**src/rtl/piso_tx.sv**
```systemverilog
// piso_tx -- parallel-in serial-out transmitter.
//
// Accepts a WIDTH-bit word through a valid/ready handshake and shifts it out
// one bit per clock on dout, with framing strobes. A new word may be accepted
// on the final bit of the current frame, so frames can stream with no gap.
//
// Parameters:
//   WIDTH      bits per frame (>= 2)
//   MSB_FIRST  1: din[WIDTH-1] leaves first; 0: din[0] leaves first
//   IDLE_LEVEL level driven on dout while no frame is active
//
// Ports:
//   clk         system clock, rising edge
//   clear       synchronous reset, active-low
//   load_valid  upstream offers a word on din
//   load_ready  a word can be accepted this cycle
//   din         parallel word, sampled only on an accepted load
//   dout        serial data
//   dout_valid  dout carries a frame bit this cycle
//   last        dout carries the final bit of the frame
//   busy        frame in progress
//   frames_sent completed-frame count, wraps 255 -> 0
module piso_tx #(
    parameter int   WIDTH      = 4,
    parameter bit   MSB_FIRST  = 1'b1,
    parameter logic IDLE_LEVEL = 1'b0
) (
    input  logic             clk,
    input  logic             clear,
    input  logic             load_valid,
    output logic             load_ready,
    input  logic [WIDTH-1:0] din,
    output logic             dout,
    output logic             dout_valid,
    output logic             last,
    output logic             busy,
    output logic [7:0]       frames_sent
);

    localparam int               CNT_W    = (WIDTH > 1) ? $clog2(WIDTH) : 1;
    localparam logic [CNT_W-1:0] CNT_LAST = CNT_W'(WIDTH - 1);
    localparam logic [CNT_W-1:0] CNT_ONE  = CNT_W'(1);

    typedef enum logic [0:0] {
        ST_IDLE  = 1'b0,
        ST_SHIFT = 1'b1
    } state_t;

    state_t           state_r;
    state_t           state_next_s;
    logic [WIDTH-1:0] sr_r;
    logic [WIDTH-1:0] sr_shift_s;
    logic [CNT_W-1:0] cnt_r;
    logic [7:0]       frames_r;
    logic             final_bit_s;
    logic             ready_s;
    logic             accept_s;

    // Handshake decode; depends only on registered state plus load_valid.
    always_comb begin
        final_bit_s = (state_r == ST_SHIFT) && (cnt_r == CNT_LAST);
        ready_s     = (state_r == ST_IDLE) || final_bit_s;
        accept_s    = load_valid && ready_s;
    end

    // Shift the register toward whichever end feeds dout, filling with zero.
    always_comb begin
        if (MSB_FIRST) begin
            sr_shift_s = {sr_r[WIDTH-2:0], 1'b0};
        end else begin
            sr_shift_s = {1'b0, sr_r[WIDTH-1:1]};
        end
    end

    // State register.
    always_ff @(posedge clk) begin
        if (!clear) begin
            state_r <= ST_IDLE;
        end else begin
            state_r <= state_next_s;
        end
    end

    // Next-state logic: a final-bit reload keeps us in SHIFT for zero-gap streaming.
    always_comb begin
        state_next_s = state_r;
        case (state_r)
            ST_IDLE: begin
                if (accept_s) begin
                    state_next_s = ST_SHIFT;
                end else begin
                    state_next_s = ST_IDLE;
                end
            end
            ST_SHIFT: begin
                if (final_bit_s && !accept_s) begin
                    state_next_s = ST_IDLE;
                end else begin
                    state_next_s = ST_SHIFT;
                end
            end
            default: begin
                state_next_s = ST_IDLE;
            end
        endcase
    end

    // Output decode from registers only.
    always_comb begin
        busy       = 1'b0;
        dout_valid = 1'b0;
        last       = 1'b0;
        load_ready = 1'b1;
        dout       = IDLE_LEVEL;
        case (state_r)
            ST_IDLE: begin
                busy       = 1'b0;
                dout_valid = 1'b0;
                last       = 1'b0;
                load_ready = 1'b1;
                dout       = IDLE_LEVEL;
            end
            ST_SHIFT: begin
                busy       = 1'b1;
                dout_valid = 1'b1;
                last       = (cnt_r == CNT_LAST);
                load_ready = (cnt_r == CNT_LAST);
                if (MSB_FIRST) begin
                    dout = sr_r[WIDTH-1];
                end else begin
                    dout = sr_r[0];
                end
            end
            default: begin
                busy       = 1'b0;
                dout_valid = 1'b0;
                last       = 1'b0;
                load_ready = 1'b1;
                dout       = IDLE_LEVEL;
            end
        endcase
    end

    // Datapath: shift register, bit counter and completed-frame counter.
    always_ff @(posedge clk) begin
        if (!clear) begin
            sr_r     <= '0;
            cnt_r    <= '0;
            frames_r <= 8'd0;
        end else begin
            if (accept_s) begin
                sr_r  <= din;
                cnt_r <= '0;
            end else if (final_bit_s) begin
                // Frame ends without a reload: park the datapath cleanly.
                sr_r  <= '0;
                cnt_r <= '0;
            end else if (state_r == ST_SHIFT) begin
                sr_r  <= sr_shift_s;
                cnt_r <= cnt_r + CNT_ONE;
            end else begin
                sr_r  <= sr_r;
                cnt_r <= cnt_r;
            end

            if (final_bit_s) begin
                frames_r <= frames_r + 8'd1;
            end else begin
                frames_r <= frames_r;
            end
        end
    end

    assign frames_sent = frames_r;

endmodule

```
**config.mk**
```make
export PLATFORM = sky130hd
export DESIGN_NAME = piso_tx
export DESIGN_NICKNAME = d
export VERILOG_FILES = /design/src/rtl/piso_tx.sv
export SDC_FILE = /design/constraint.sdc
export NUM_CORES = 1
export LEC_CHECK = 0
export BUFFER_PORTS_ARGS = -buffer_cell sky130_fd_sc_hd__buf_2
export CAP_MARGIN = 20
export CORE_MARGIN = 2
export CORE_UTILIZATION = 24
export CTS_CLUSTER_DIAMETER = 30
export DETAILED_ROUTE_END_ITERATION = 12
export PLACE_DENSITY_LB_ADDON = 0.05
export SLEW_MARGIN = 30
export SYNTH_ARGS = -nofsm -noshare
export SYNTH_HDL_FRONTEND = slang
export SYNTH_SLANG_ARGS = --single-unit
```
**constraint.sdc**
```tcl
create_clock -name clk -period 1.52 [get_ports clk]
set_clock_uncertainty 0.2 [all_clocks]
set_input_delay 0.228 -clock clk [delete_from_list [all_inputs] [get_ports clk]]
set_output_delay 0.228 -clock clk [all_outputs]
set_load 0.1 [all_outputs]
```
==> out/metrics.yaml <==
run_status:
  status: "complete, but fails checks"
  violations: "negative setup slack"
timing:
  fmax_mhz: 576
  setup_slack_ns: -0.215
  rsz0062_at_grt: "true"
  relSlewSlack_pct: 66.7
  max_slew.worst_pin.slew_ns: 0.499
  hold_viol: 0
  finalSetupTns_ns: -0.790
  slew_violations: 0
  fin_crit_sh_pct: 114
  setup_viol: 8
  final.min_clock_period_ns: 1.74
clock_network:
  cts_inserted_buffers: 3
  clock_latency_ns: 0.28
  clkTransAtPathRegs_ns: 0.09
  cts_buffer_depth: 2
  cts_tree: "yes"
  cts.sinks: 15
  root_buffer: "clkbuf_4"
  htree_num_levels: 1
critical_path:
  rr_startpoint: "cnt_r[1]"
  ff2ff_path_depth: 6
  r2r_slack_ns: -0.19
  reg2reg_to: "frames_sent[7]"
  worst_path_max_delay_cell: "dfxtp_2"
  critPathMaxFanout: 3
  critPathKind: "flip-flop to primary output"
  cp-start-kind: "flip-flop"
  crit_arrival_ns: 1.31
  cp-end-kind: "primary output"
  required_ns: 1.09
  crit_family: "buffers and inverters"
  max_stage_delay_ns: 0.35
  cp_num_buf_inv: 3
  crit_chain: "ha_4 -> buf_6 -> nor2b_4 -> clkinvlp_4 -> buf_12"
floorplan:
  pin_count: 20
  rows: 20
  die_width_um: 59.2
  core_mm2: 0.00298
  die-area_mm2: 0.00351
  die_y_um: 59.2
  initial_core_util_pct: 24.6
routing:
  drtPass1Iterations: 2
  wl_per_cell_um: 11.5
  drt_wl_total_um: 1780
  dr.first_iter.drc_count: 8
  ant_nets: 0
  drc: 0
  routed_via_density: 4.76
  vias: 738
yosys:
  syn-num-nets: 96
  synth.area.top_cells: "dfxtp_1 (41%), a21oi_1 (6.2%), nand3_1 (4.1%), o21ai_0 (4.1%), inv_1 (4.1%)"
  synth_largest_area_cell: "dfxtp_1"
  async_reset_ff_share_pct: 0
  ys_seq_area_share_pct: 41.0
  ys_types: 24
  synthCells: 87
  ys_warn_count: 0
  ys.flop_type: "dfxtp_1"
  avgSynthCellArea_um2: 8.41
  ys_ff_latch: 15
  synth_top_area_share_pct: 41.0
  synth-edff-count: 0
  syn_area_um2: 732
finish:
  num_antenna_cells: 0
  fin_nets: 132
  syn_to_final_growth_pct: 83.2
  layout-drive-gt1-share_pct: 58.2
  fill_cells: 303
  multi_input_area_um2: 472
  seq_area_um2: 334
  layout.cells.non_filler: 155
grt:
  grt_pass1_wl_um: 3020
  grtUsageTotal_pct: 11.2
  grt_overflow: 0
  grt_pass1_vias: 707
  antenna_found_initial: 0
  grt_max_degree: 13
power:
  irDropWorstVdd_mv: 0.354
  p_leak_nw: 0.533
  p_total_mw: 0.806
  p_per_area_mw_per_mm2: 601
place:
  placedCellCount: 143
  dp_hpwl_um: 1300
  place_ws_ns: -0.0908
  gp_congestion: 0.701
  io_buffers: 19
run:
  drv_cap: 0
hold_path:
  min_from: "clear"
  holdPathStages: 3
  hold_path_class: "primary input to flip-flop"
  hold_end: "sr_r[3]"
through the flow:
step           hold slack, ns  util (%)  cell area [µm²]
3_5_place_dp            0.271      38.9             1160
5_1_grt                0.0252      45.0             1340
6_report               0.0301      45.0             1340
3_3_place_gp            0.283      38.9             1160
4_1_cts               0.00831      43.4             1290
2_1_floorplan           0.166         -              805
flip-flops by register name, indices dropped and copies added, names as in the netlist:
signal       cells
frames_sent      8
cnt_r            2
state_r          1
sr_r             4
layout by cell type (no fill, tap or decap):
master      Yosys  final
nand2_4         0      1
a21oi_1         9      5
and2_4          0      1
a21o_1          3      3
nand4_4         1      1
nand3_2         0      1
nand2_1         5      3
o31ai_1         2      1
o21a_1          1      1
o21ai_0         6      3
a21oi_2         0      4
xor2_1          2      2
nor2b_4         0      1
clkbuf_1        3      1
a32oi_1         3      3
or3_4           0      2
buf_2           0      7
o21ai_1         0      3
buf_12          0     13
dfxtp_2         0      3
dfxtp_4         0      8
inv_1           8      6
nand3_4         0      1
clkbuf_4        0      3
mux2i_1         2      2
nand2_2         0      1
ha_4            0      2
o31ai_2         0      1
clkinvlp_4      0      2
buf_6           1      4
or3_1           3      1
nand3_1         6      4
or2_2           1      1
o32a_1          1      1
or4_4           0      2
nor2_1          8      8
buf_4           1     12
dfxtp_1        15      4
worst max path at each step:
stage | from | endpoint | slack [ns] | cells past startpoint
after floorplan | state_r | load_ready | -0.17 | 2
after global placement | cnt_r[1] | frames_sent[6] | -0.05 | 4
after detailed placement | cnt_r[1] | frames_sent[6] | -0.09 | 4
after CTS | cnt_r[1] | load_ready | -0.23 | 5
after global routing | cnt_r[1] | load_ready | -0.29 | 5
final | cnt_r[1] | load_ready | -0.22 | 5
repair_timing:
item,CTS,global route
endpoints found under the setup margin,6,11
hold buffers,0,0
pin swaps,11,7
resized for setup,9,14
buffers inserted,8,3
power by group:
group          internal [mW]  switching, mW  total (mW)
sequential             0.393         0.0105       0.404
clock                  0.102          0.124       0.225
combinational         0.0747          0.103       0.177
total                  0.569          0.237       0.806
routing by layer:
metal / vias up / GRT usage, % / share of wire (%)
li1: 375 / - / -
met4: 0 / 4.87 / 1.1
met2: 11 / 19.6 / 49
met5: - / 0 / 0
met3: 2 / 1.97 / 3.5
met1: 350 / 13.2 / 46
worst register-to-register path, delay by kind of cell (launching register included):
kind,cells,cell delay [ns]
and+or+nand+nor,2,0.60
AOI/OAI and AO/OA,1,0.13
buffers and inverters,2,0.19
adders and majority gates,1,0.15
DFF,1,0.37
cell families after synthesis:
kind of cell / synth area share [%]
buffers and inverters: 8.21
xor gates and xnor gates: 2.39
DFF: 41.0
AOI/OAI and AO/OA: 21.4
muxes: 2.74
and+or+nand+nor: 20.9
adders and majority gates: 3.42
final cells by class:
cell class / count / share of cell area, %
Timing Repair Buffer: 36 / 32.1
Tap cell: 33 / 3.08
Sequential cell: 15 / 24.9
Clock buffer: 4 / 1.96
Inverter: 8 / 2.80
Multi-Input combinational cell: 59 / 35.2
synth_stat cells (2+ instances only):
cell type,n
ha_1,2
clkbuf_1,3
xor2_1,2
o31ai_1,2
dfxtp_1,15
nor2_1,8
inv_1,8
a21o_1,3
nand2_1,5
nand3_1,6
o21ai_0,6
a21oi_1,9
mux2i_1,2
a32oi_1,3
or3_1,3
or4_1,2
Power figures use the tool's default switching activity.
